<file path="src/rtl/spi_bus_arb.sv">
// Two-port arbiter in front of one shared SPI master: grants a requester, launches its
// latched command, returns the response with a done pulse, and aborts hung transactions.
module spi_bus_arb #(
  parameter int TIMEOUT    = 1024,
  parameter int GAP_CYCLES = 4,
  parameter int FIXED_PRIO = 0
) (
  input  logic        clk,
  input  logic        rst_n,
  input  logic        req0,
  input  logic        req1,
  input  logic [15:0] cmd0,
  input  logic [15:0] cmd1,
  output logic        done0,
  output logic        done1,
  output logic        err0,
  output logic        err1,
  output logic [15:0] rd_data,
  output logic        spi_wrt,
  output logic [15:0] spi_cmd,
  input  logic        spi_done,
  input  logic [15:0] spi_rd_data,
  output logic        gnt_id,
  output logic        busy
);

  localparam logic [1:0] IDLE = 2'd0;
  localparam logic [1:0] WRT  = 2'd1;
  localparam logic [1:0] WAIT = 2'd2;
  localparam logic [1:0] GAP  = 2'd3;

  localparam int TW = $clog2(TIMEOUT);
  localparam int GW = $clog2(GAP_CYCLES + 1);
  localparam logic [TW-1:0] T_LAST = TW'(TIMEOUT - 1);
  localparam logic [GW-1:0] G_LAST = GW'(GAP_CYCLES - 1);

  logic [1:0]    state;
  logic [TW-1:0] tcnt;
  logic [GW-1:0] gcnt;
  logic          last_gnt;
  logic          win;

  // NOTE: every variable assigned in always_comb gets a default first, so no latch is inferred.
  always_comb begin
    win = req1;
    if (req0 && req1) win = (FIXED_PRIO != 0) ? 1'b0 : ~last_gnt;
  end

  // NOTE: sequential state uses non-blocking assignments only; reset is sampled on the clock edge.
  always_ff @(posedge clk) begin
    if (!rst_n) begin
      state    <= IDLE;
      tcnt     <= '0;
      gcnt     <= '0;
      last_gnt <= 1'b1;
      gnt_id   <= 1'b0;
      spi_cmd  <= '0;
      rd_data  <= '0;
      spi_wrt  <= 1'b0;
      done0    <= 1'b0;
      done1    <= 1'b0;
      err0     <= 1'b0;
      err1     <= 1'b0;
      busy     <= 1'b0;
    end else begin
      spi_wrt <= 1'b0;
      done0   <= 1'b0;
      done1   <= 1'b0;
      err0    <= 1'b0;
      err1    <= 1'b0;
      case (state)
        IDLE: begin
          if (req0 || req1) begin
            gnt_id   <= win;
            last_gnt <= win;
            spi_cmd  <= win ? cmd1 : cmd0;
            spi_wrt  <= 1'b1;
            busy     <= 1'b1;
            state    <= WRT;
          end
        end
        WRT: begin
          // The strobe cycle already counts toward the watchdog window, so the
          // abort lands exactly TIMEOUT cycles after spi_wrt.
          tcnt  <= TW'(1);
          state <= WAIT;
        end
        WAIT: begin
          if (spi_done) begin
            rd_data <= spi_rd_data;
            done0   <= ~gnt_id;
            done1   <= gnt_id;
            gcnt    <= '0;
            state   <= GAP;
          end else if (tcnt == T_LAST) begin
            rd_data <= '0;
            done0   <= ~gnt_id;
            done1   <= gnt_id;
            err0    <= ~gnt_id;
            err1    <= gnt_id;
            gcnt    <= '0;
            state   <= GAP;
          end else begin
            tcnt <= tcnt + TW'(1);
          end
        end
        GAP: begin
          if (gcnt == G_LAST) begin
            busy  <= 1'b0;
            state <= IDLE;
          end else begin
            gcnt <= gcnt + GW'(1);
          end
        end
        default: begin
          busy  <= 1'b0;
          state <= IDLE;
        end
      endcase
    end
  end

endmodule
</file>
<file path="config.mk">
export PLATFORM = sky130hd
export DESIGN_NAME = spi_bus_arb
export DESIGN_NICKNAME = d
export VERILOG_FILES = /design/src/rtl/spi_bus_arb.sv
export SDC_FILE = /design/constraint.sdc
export NUM_CORES = 1
export LEC_CHECK = 0
export BUFFER_PORTS_ARGS = -buffer_cell sky130_fd_sc_hd__buf_2
export CAP_MARGIN = 20
export CORE_MARGIN = 3
export CORE_UTILIZATION = 50
export CTS_CLUSTER_SIZE = 16
export DETAILED_ROUTE_END_ITERATION = 8
export PLACE_DENSITY = 0.78
export SLEW_MARGIN = 15
export SYNTH_ARGS = -nofsm -noshare
export SYNTH_HDL_FRONTEND = slang
export SYNTH_SLANG_ARGS = --single-unit
export TNS_END_PERCENT = 50
</file>
<file path="constraint.sdc">
create_clock -name clk -period 2.75 [get_ports clk]
set_clock_uncertainty 0.05 [all_clocks]
set_input_delay 0.1375 -clock clk [delete_from_list [all_inputs] [get_ports clk]]
set_output_delay 0.1375 -clock clk [all_outputs]
set_load 0.02 [all_outputs]
</file>
==> metrics.txt, run 1 <==
RePlAce Congestion 0.888; main combinational cell family by area after synthesis compound AO/OA/AOI/OAI gates; Post-Synth Simple-Gate Area 16.0%; most common cell after layout, fill and taps aside buf_2; syn avg cell area 10.1 sq um; Critical Path Max Stage Delay 530 ps; # IOs 92; first-pass GRT wire length 8.50 mm; reg2reg setup slack 820 ps; R2R cell count 5; prevailing post-synth register cell dfxtp_1; CP arrival 2110 ps; hold path depth 2; total iterations of the first detailed-routing run 4; synthesized instance count 240; synth warn 0; fin crit share 70.2%; ys async rst share 0%; Die H 75.8 um; HPWL after DPL 3.90 mm; Critical-path top delay cell or4_1; num rows 24; worst path bufs/invs 0; DRC 0; clock share of power 19.2%; switch share 36.9%; IO buf count 91; DR vias 2136; Setup violations, final 0; maxcap violations 0; register area share after synthesis 45.2%; Slew HR 69.2%; CP top delay family simple AND/OR/NAND/NOR gates; post-synthesis compound-gate area fraction 22.6%; Clock Pin Slew Worst Setup and Hold Paths 100 ps; Worst EP required 2930 ps; area of the core 0.00453 sq mm; Congestion Overflow GR 0; RSZ-0062 raised after global routing no; routed wire length 5.48 mm; Die ar. 0.00574 sq mm; worst hold path endpoint rd_data[1]; Synth Area in XOR/XNOR 0.719%; worst-case vdd ir drop 0.619 mV; Post-synth EDFFs 0; Cell Pwr Density 740 mW/mm^2; CTS tree done; vias per std cell 5.20; Hold Crit Class primary input to flop; post-route setup TNS 0 ps; crit path kind flop to flop; fin. max-slew vios 0; status finished clean; WL/cell 13.3 um; syn nets 300; antenna violations before repair 0; Initial Util 53.7%; Clock Tree Buf Depth 2; synthesized flop and latch total 55; Final ANT Viol Nets 0; GR Util All Layers 18.9%; Post-Syn Area 0.00243 sq mm; Period minus WS final 1930 ps; slew of the pin with the lowest slew margin 459 ps; post-synthesis adder-cell area fraction 3.60%; Int Power 0.00149 W; post-cts sizing count 0; reg2reg start state[1]; metal3 WL 356 um; Critical Path Sink Type flop; Clock Latency Late Sink 310 ps; number of diodes 0; sequential share of power 43.4%; Sink Count 55; Final Hold Vio Count 0; Peak Freq 0.518 GHz; Die Wd 75.8 um; Iteration-0 DRC Markers 106; CTS Buf Count 5; Syn-to-layout area delta 30.8%; largest net degree at the start of global routing 41; HP Start spi_rd_data[1]; CTS root buffer clkbuf_8; Fin Hold WS 8.19 ps; crit path launch type flop; layout cells sized above 1 32.7%; met2 WL 2.66 mm; CP Cell Sequence ha_1, and2b_2, o31ai_4, or4_1, a21boi_1; DR top layer met4; FF-to-FF End tcnt[5]; met1 wire length 2.39 mm; vias in the first global route 1922; nets 405; Comb pwr share 37.4%; htree depth 2; most frequent cells in the layout buf_2 (91), dfxtp_1 (55), nand2_1 (30), mux2i_1 (20), a22o_1 (18); critical-path maximum fanout 8; net switching power 0.000871 W; Unique masters post-synth 46; leakage power 1.61 nW; post-synthesis mux area share 8.22%
-- per-stage QoR --
stage | area [sq um] | instances | total power [W] | setup WS (ps) | utilization (%)
finish | 3190 | 411 | 0.00236 | 819 | 70.3
detailed placement | 2940 | 388 | 0.00191 | 854 | 64.9
CTS | 3190 | 411 | 0.00238 | 827 | 70.3
global route | 3190 | 411 | 0.00250 | 731 | 70.3
floorplan | 2430 | 240 | 0.00165 | 1060 | -
global placement | 2940 | 388 | 0.00189 | 963 | 64.9
-- per-layer routing --
metal	up-vias	GRT usage, %
met5	-	0
met2	66	31.2
li1	1094	-
met1	969	23.6
met3	7	6.33
met4	0	5.24
-- area by class of cell --
type	instances	area, sq um
clock buffer	5	68.8
clock inverter	3	22.5
fill	357	1350
inverter	7	26.3
multi-input combinational	166	1250
sequential	55	1100
tap	65	81.3
timing repair buffer	110	636
-- power groups by stage --
stage               Sequential, W  Combinational (W)  Clock [W]
detailed placement        0.00104           0.000871          0
global route              0.00104           0.000971   0.000492
global placement          0.00103           0.000854          0
CTS                       0.00102           0.000890   0.000463
finish                    0.00102           0.000882   0.000453
floorplan                 0.00117           0.000478          0
-- kinds of logic after synthesis --
kind of cell | Yosys count
AND/OR/NAND/NOR | 74
AO/OA/AOI/OAI | 63
flip-flops | 55
multiplexers | 20
buffers and inverters | 19
adder cells (fa/ha/maj) | 7
XOR/XNOR | 2
-- synthesized netlist by cell type (2+ instances only) --
library cell,n,area [sq um]
a21boi_1,3,22.5
a21oi_1,4,20.0
a22o_1,18,158
a31oi_1,2,12.5
and2_1,2,12.5
and3_1,4,25.0
buf_4,2,15.0
clkbuf_1,8,30.0
dfxtp_1,55,1100
ha_1,7,87.6
inv_1,7,26.3
mux2i_1,20,200
nand2_1,30,113
nand3_1,9,45.0
nand3b_1,5,37.5
nand4_1,3,18.8
nor2_1,4,15.0
nor2b_1,2,12.5
nor3_1,4,20.0
o211a_1,17,170
o211ai_1,2,15.0
o21a_1,2,15.0
o21ai_0,4,20.0
o31a_1,2,17.5
or4_1,2,15.0
xnor2_1,2,17.5
-- worst max path at each step --
stage          startpoint          end  slack, ps  cells after the start
2_1_floorplan     tcnt[0]  rd_data[10]       1060                      7
3_3_place_gp      tcnt[0]      tcnt[6]        960                      5
3_5_place_dp     state[0]      tcnt[5]        850                      6
4_1_cts          state[0]      tcnt[5]        830                      6
5_1_grt          state[0]      tcnt[5]        730                      6
6_report         state[1]      tcnt[5]        820                      5
-- sequential cells by signal (all words and copies together) (netlist names), 2 cells and up --
signal,cells
spi_cmd,16
state,2
rd_data,16
tcnt,10
gcnt,3
-- repair_timing --
action / in CTS / in global routing
hold endpoints to repair: 15 / 0
buffers inserted: 0 / 0
hold buffers: 15 / 0
setup endpoints to repair: 0 / 0
No activity file was read; power rests on OpenSTA's default activity.
==> run 2, diff against run 1 <==
- CORE_UTILIZATION: 50 -> 49
- PLACE_DENSITY: 0.78 -> 0.77
- clock period: 2.75 -> 1.9 ns (I/O delays scaled with it)
==> run 2 against run 1 <==
Net effect: register-to-register slack lost 730 ps; power is 48% higher; first-iteration DRC count increased by 9.4%; maximum frequency is 6.6% higher; cell area grew 1.8%; worst hold slack better by 53 ps; routed wire length shrank 0.67%; die area increased by 1.9%; clock power rose by 51%; clock-buffer cell count unchanged; worst setup slack worse by 730 ps; sequential cell count did not move; largest power group unchanged.
==> metrics.txt, run 2 (synthesis results as in run 1) <==
status finished clean; fin crit share 95.4%; routed wire length 5.45 mm; leakage power 1.63 nW; fin. max-slew vios 0; Slew HR 56.5%; Clock Pin Slew Worst Setup and Hold Paths 110 ps; Die H 76.5 um; # IOs 92; number of diodes 0; CP arrival 1970 ps; CTS Buf Count 5; Int Power 0.00219 W; Comb pwr share 37.7%; area of the multi-input gates 0.00125 sq mm; critical-path maximum fanout 16; vias in the first global route 2065; pre-CTS setup slack -46.6 ps; Initial Util 51.2%; Period minus WS final 1810 ps; Critical Path Max Stage Delay 420 ps; DR vias 2171; Hold Crit Class primary input to flop; HPWL after DPL 3.82 mm; layout filler cell count 377; crit path kind flop to flop; net switching power 0.00129 W; most frequent cells in the layout buf_2 (91), dfxtp_1 (55), nand2_1 (30), mux2i_1 (20), a22o_1 (18); largest registers rd_data x16, spi_cmd x16, tcnt x10; first-pass GRT wire length 9.33 mm; Final ANT Viol Nets 0; CP Cell Sequence ha_2, and4_1, a31oi_2, o21a_4, a22o_1; RePlAce Congestion 0.835; antenna violations before repair 0; vias per std cell 5.21; Setup violations, final 0; htree depth 2; final worst slack 87.8 ps; crit path launch type flop; Die Wd 76.5 um; most common cell after layout, fill and taps aside buf_2; Final Hold Vio Count 0; clock share of power 19.7%; Syn-to-layout area delta 33.2%; Sink Count 55; slew of the pin with the lowest slew margin 651 ps; RSZ-0062 raised after global routing no; GR Util All Layers 19.3%; Critical-path top delay cell dfxtp_1; IO buf count 91; layout cells sized above 1 33.7%; Core Util, Final 68.2%; Clock Latency Late Sink 310 ps; total iterations of the first detailed-routing run 4; DRC 0; nets 409; WL/cell 13.1 um; Cell Pwr Density 1070 mW/mm^2; Congestion Overflow GR 0; Critical Path Sink Type flop; Clock Tree Buf Depth 2; sequential share of power 42.6%; switch share 37.2%; maxcap violations 0; Die ar. 0.00585 sq mm; num rows 25; Worst EP required 2060 ps; CTS tree done; area of the core 0.00475 sq mm; CTS root buffer clkbuf_8; worst-case vdd ir drop 0.780 mV; Iteration-0 DRC Markers 116; largest net degree at the start of global routing 41; register area 0.00110 sq mm; Peak Freq 0.552 GHz
## run 2: worst max-delay path: cells and delay by family, from the launching register on
| kind | cells | cell delay (ps) |
|---|---|---|
| fa+ha+maj | 1 | 250 |
| compound gates | 3 | 660 |
| flops | 1 | 420 |
| simple gates | 1 | 340 |
## run 2: per-layer routing
metal / vias up / global-route usage (%) / wire length [um]
met4: 0 / 7.61 / 106
met1: 984 / 23.7 / 2400
met5: - / 0 / 0
li1: 1098 / - / -
met3: 11 / 5.44 / 385
met2: 78 / 31.8 / 2560
## run 2: cell type report
class                   instances  share of cell area [%]
repair buffers                114                    21.0
inverters                       7                   0.810
clock inverters                 3                   0.849
multi-input cells             166                    38.7
flip-flops and latches         55                    34.0
well taps                      67                    2.58
clock buffers                   5                    2.12
## run 2: path summary, 6_finish.rpt
| check | slack (ps) | end | cells after the start | start |
|---|---|---|---|---|
| worst min register to register | 420 | gcnt[2] | 2 | gcnt[2] |
| worst max register to register | 90 | rd_data[11] | 5 | tcnt[0] |
| worst min-delay path | 60 | done1 | 3 | spi_done |
| worst max-delay path | 90 | rd_data[11] | 5 | tcnt[0] |
## run 2: repair_timing
action / 4_1_cts / 5_1_grt
hold endpoints to repair: 16 / 0
hold buffers: 16 / 0
setup endpoints to repair: 16 / 17
pin swaps: 0 / 2
resized for setup: 1 / 1
buffers inserted: 0 / 2
## run 2: power by group through the flow
stage,combinational (W),sequential (W),clock [W]
finish,0.00131,0.00148,0.000686
global route,0.00145,0.00151,0.000758
CTS,0.00131,0.00148,0.000708
detailed placement,0.00128,0.00150,0
global placement,0.00125,0.00149,0
floorplan,0.000692,0.00170,0
## run 2: per-stage QoR
step	total power [W]	area [sq um]	hold WS, ps	setup TNS [ps]	std cells
after global placement	0.00275	2970	261	0	391
after detailed placement	0.00279	2970	267	-595	391
final	0.00348	3240	61.6	0	417
after CTS	0.00350	3230	48.7	0	415
after floorplan	0.00239	2430	178	0	240
after global routing	0.00371	3240	72.6	0	417
==> run 3, diff against run 2 <==
==> constraint.sdc (replaced) <==
create_clock -name clk -period 1.9 [get_ports clk]
set_clock_uncertainty 0.05 [all_clocks]
set_input_delay 0.38 -clock clk [delete_from_list [all_inputs] [get_ports clk]]
set_output_delay 0.38 -clock clk [all_outputs]
set_load 0.02 [all_outputs]
==> run 3 against run 2 <==
Net effect: register-to-register slack better by 30 ps; worst hold slack gained 160 ps; die area unchanged; maximum frequency is 1.5% higher; clock power about the same; non-clock buffer count fell by 18; critical path depth did not move; sequential power about the same; cell area decreased by 5.4%; routed wire length fell by 4.0%; clock-buffer cell count is the same; largest cell class unchanged; highest routed layer unchanged.
==> metrics.txt, run 3 (synthesis results as in run 1) <==
Peak Freq 0.560 GHz; Slew HR 55.8%; CTS Buf Count 5; Congestion Overflow GR 0; htree depth 2; Syn-to-layout area delta 26.0%; worst-case vdd ir drop 0.599 mV; number of diodes 0; Final Hold Vio Count 0; nets 391; total iterations of the first detailed-routing run 4; Fin Hold WS 224 ps; largest net degree at the start of global routing 40; Worst Setup EP rd_data[4]; fin crit share 94.0%; layout cells sized above 1 34.9%; most common cell after layout, fill and taps aside buf_2; post-route cell area 0.00307 sq mm; FF-to-FF End rd_data[4]; crit path kind flop to flop; slew of the pin with the lowest slew margin 662 ps; Clock Tree Buf Depth 2; area of the multi-input gates 0.00125 sq mm; Critical path origin tcnt[0]; maxcap violations 0; Die H 76.5 um; crit path launch type flop; vias in the first global route 2093; Post-CTS Setup Bufs 0; area of the core 0.00475 sq mm; final non-filler cell total 399; fin. max-slew vios 0; Sink Count 55; routed wire length 5.23 mm; Die Wd 76.5 um; Hold Crit Class primary input to flop; Critical Path Sink Type flop; critical-path maximum fanout 16; # IOs 92; CTS root buffer clkbuf_8; status finished clean; GR Util All Layers 18.8%; Setup violations, final 0; Final ANT Viol Nets 0; Clock Pin Slew Worst Setup and Hold Paths 110 ps; num rows 25; layout filler cell count 421; Worst EP required 2060 ps; first-pass GRT wire length 9.05 mm; WL/cell 13.1 um; Die ar. 0.00585 sq mm; HPWL after DPL 3.90 mm; CP arrival 1950 ps; vias per std cell 5.25; Initial Util 51.2%; CTS tree done; Iteration-0 DRC Markers 86; RePlAce Congestion 0.857; R2R cell count 5; DR vias 2093; Placed Area 0.00297 sq mm; DRC 0; leakage power 1.55 nW; reg2reg start tcnt[0]; Post-Place Cells 391; Clock Latency Late Sink 310 ps; largest registers rd_data x16, spi_cmd x16, tcnt x10; reg2reg setup slack 110 ps; Cell Pwr Density 1120 mW/mm^2; IO buf count 91; antenna violations before repair 0; Period minus WS final 1790 ps; most frequent cells in the layout buf_2 (91), dfxtp_1 (55), nand2_1 (30), mux2i_1 (20), a22o_1 (18); register area 0.00110 sq mm
[run 3: changes by cell type in the layout (fill, tap and decap cells not counted), sizes merged]
cell / delta
buf: -2
dlygate4sd3: -16
[run 3: layout make-up]
| cell class | count | area share, % |
|---|---|---|
| Sequential cell | 55 | 35.9 |
| Inverter | 7 | 0.856 |
| Multi-Input combinational cell | 166 | 40.9 |
| Timing Repair Buffer | 96 | 16.5 |
| Clock buffer | 5 | 2.24 |
| Clock inverter | 3 | 0.897 |
| Tap cell | 67 | 2.73 |
[run 3: metal layers]
layer  up-vias  wire length [um]  global-route usage (%)
met5         -                 0                       0
met4         0                68                    7.07
met3         6               357                    6.03
met2        68              2520                    32.2
met1       957              2280                    21.8
li1       1062                 -                       -
[run 3: report_power, final]
group / internal, W / total (W) / switching (W)
Clock: 0.000274 / 0.000686 / 0.000412
Combinational: 0.000523 / 0.00127 / 0.000749
Sequential: 0.00136 / 0.00148 / 0.000120
Total: 0.00216 / 0.00344 / 0.00128
[run 3: how the worst min path moves through the flow]
stage | start | cells past startpoint | slack, ps | end
after detailed placement | rd_data[15] | 1 | 400 | rd_data[15]
after floorplan | gcnt[2] | 2 | 390 | gcnt[2]
after global routing | spi_rd_data[13] | 2 | 200 | rd_data[13]
after global placement | gcnt[2] | 2 | 400 | gcnt[2]
after CTS | spi_rd_data[3] | 2 | 210 | rd_data[3]
final | spi_rd_data[3] | 2 | 220 | rd_data[3]
[run 3: metrics by stage]
stage | worst slack, ps | setup TNS (ps) | util, % | power (W)
after floorplan | 215 | 0 | - | 0.00239
after global placement | 69.9 | 0 | 62.4 | 0.00275
final | 115 | 0 | 64.5 | 0.00344
after detailed placement | -80.8 | -1060 | 62.4 | 0.00279
after global routing | -9.69 | -23.7 | 64.5 | 0.00368
after CTS | 45.8 | 0 | 64.5 | 0.00349
[run 3: worst max-delay path: stages, from the launching register on]
cell	delay, ps
dfxtp_1	410
ha_2	240
and4_1	350
a31oi_2	160
o21a_4	290
a22o_1	190
[run 3: what timing repair did]
action | in CTS | in global routing
pin swaps | 0 | 1
endpoints found under the hold margin | 0 | 0
gates resized for setup | 1 | 1
setup endpoints to repair | 16 | 15
hold buffers | 0 | 0
cloned | 0 | 0
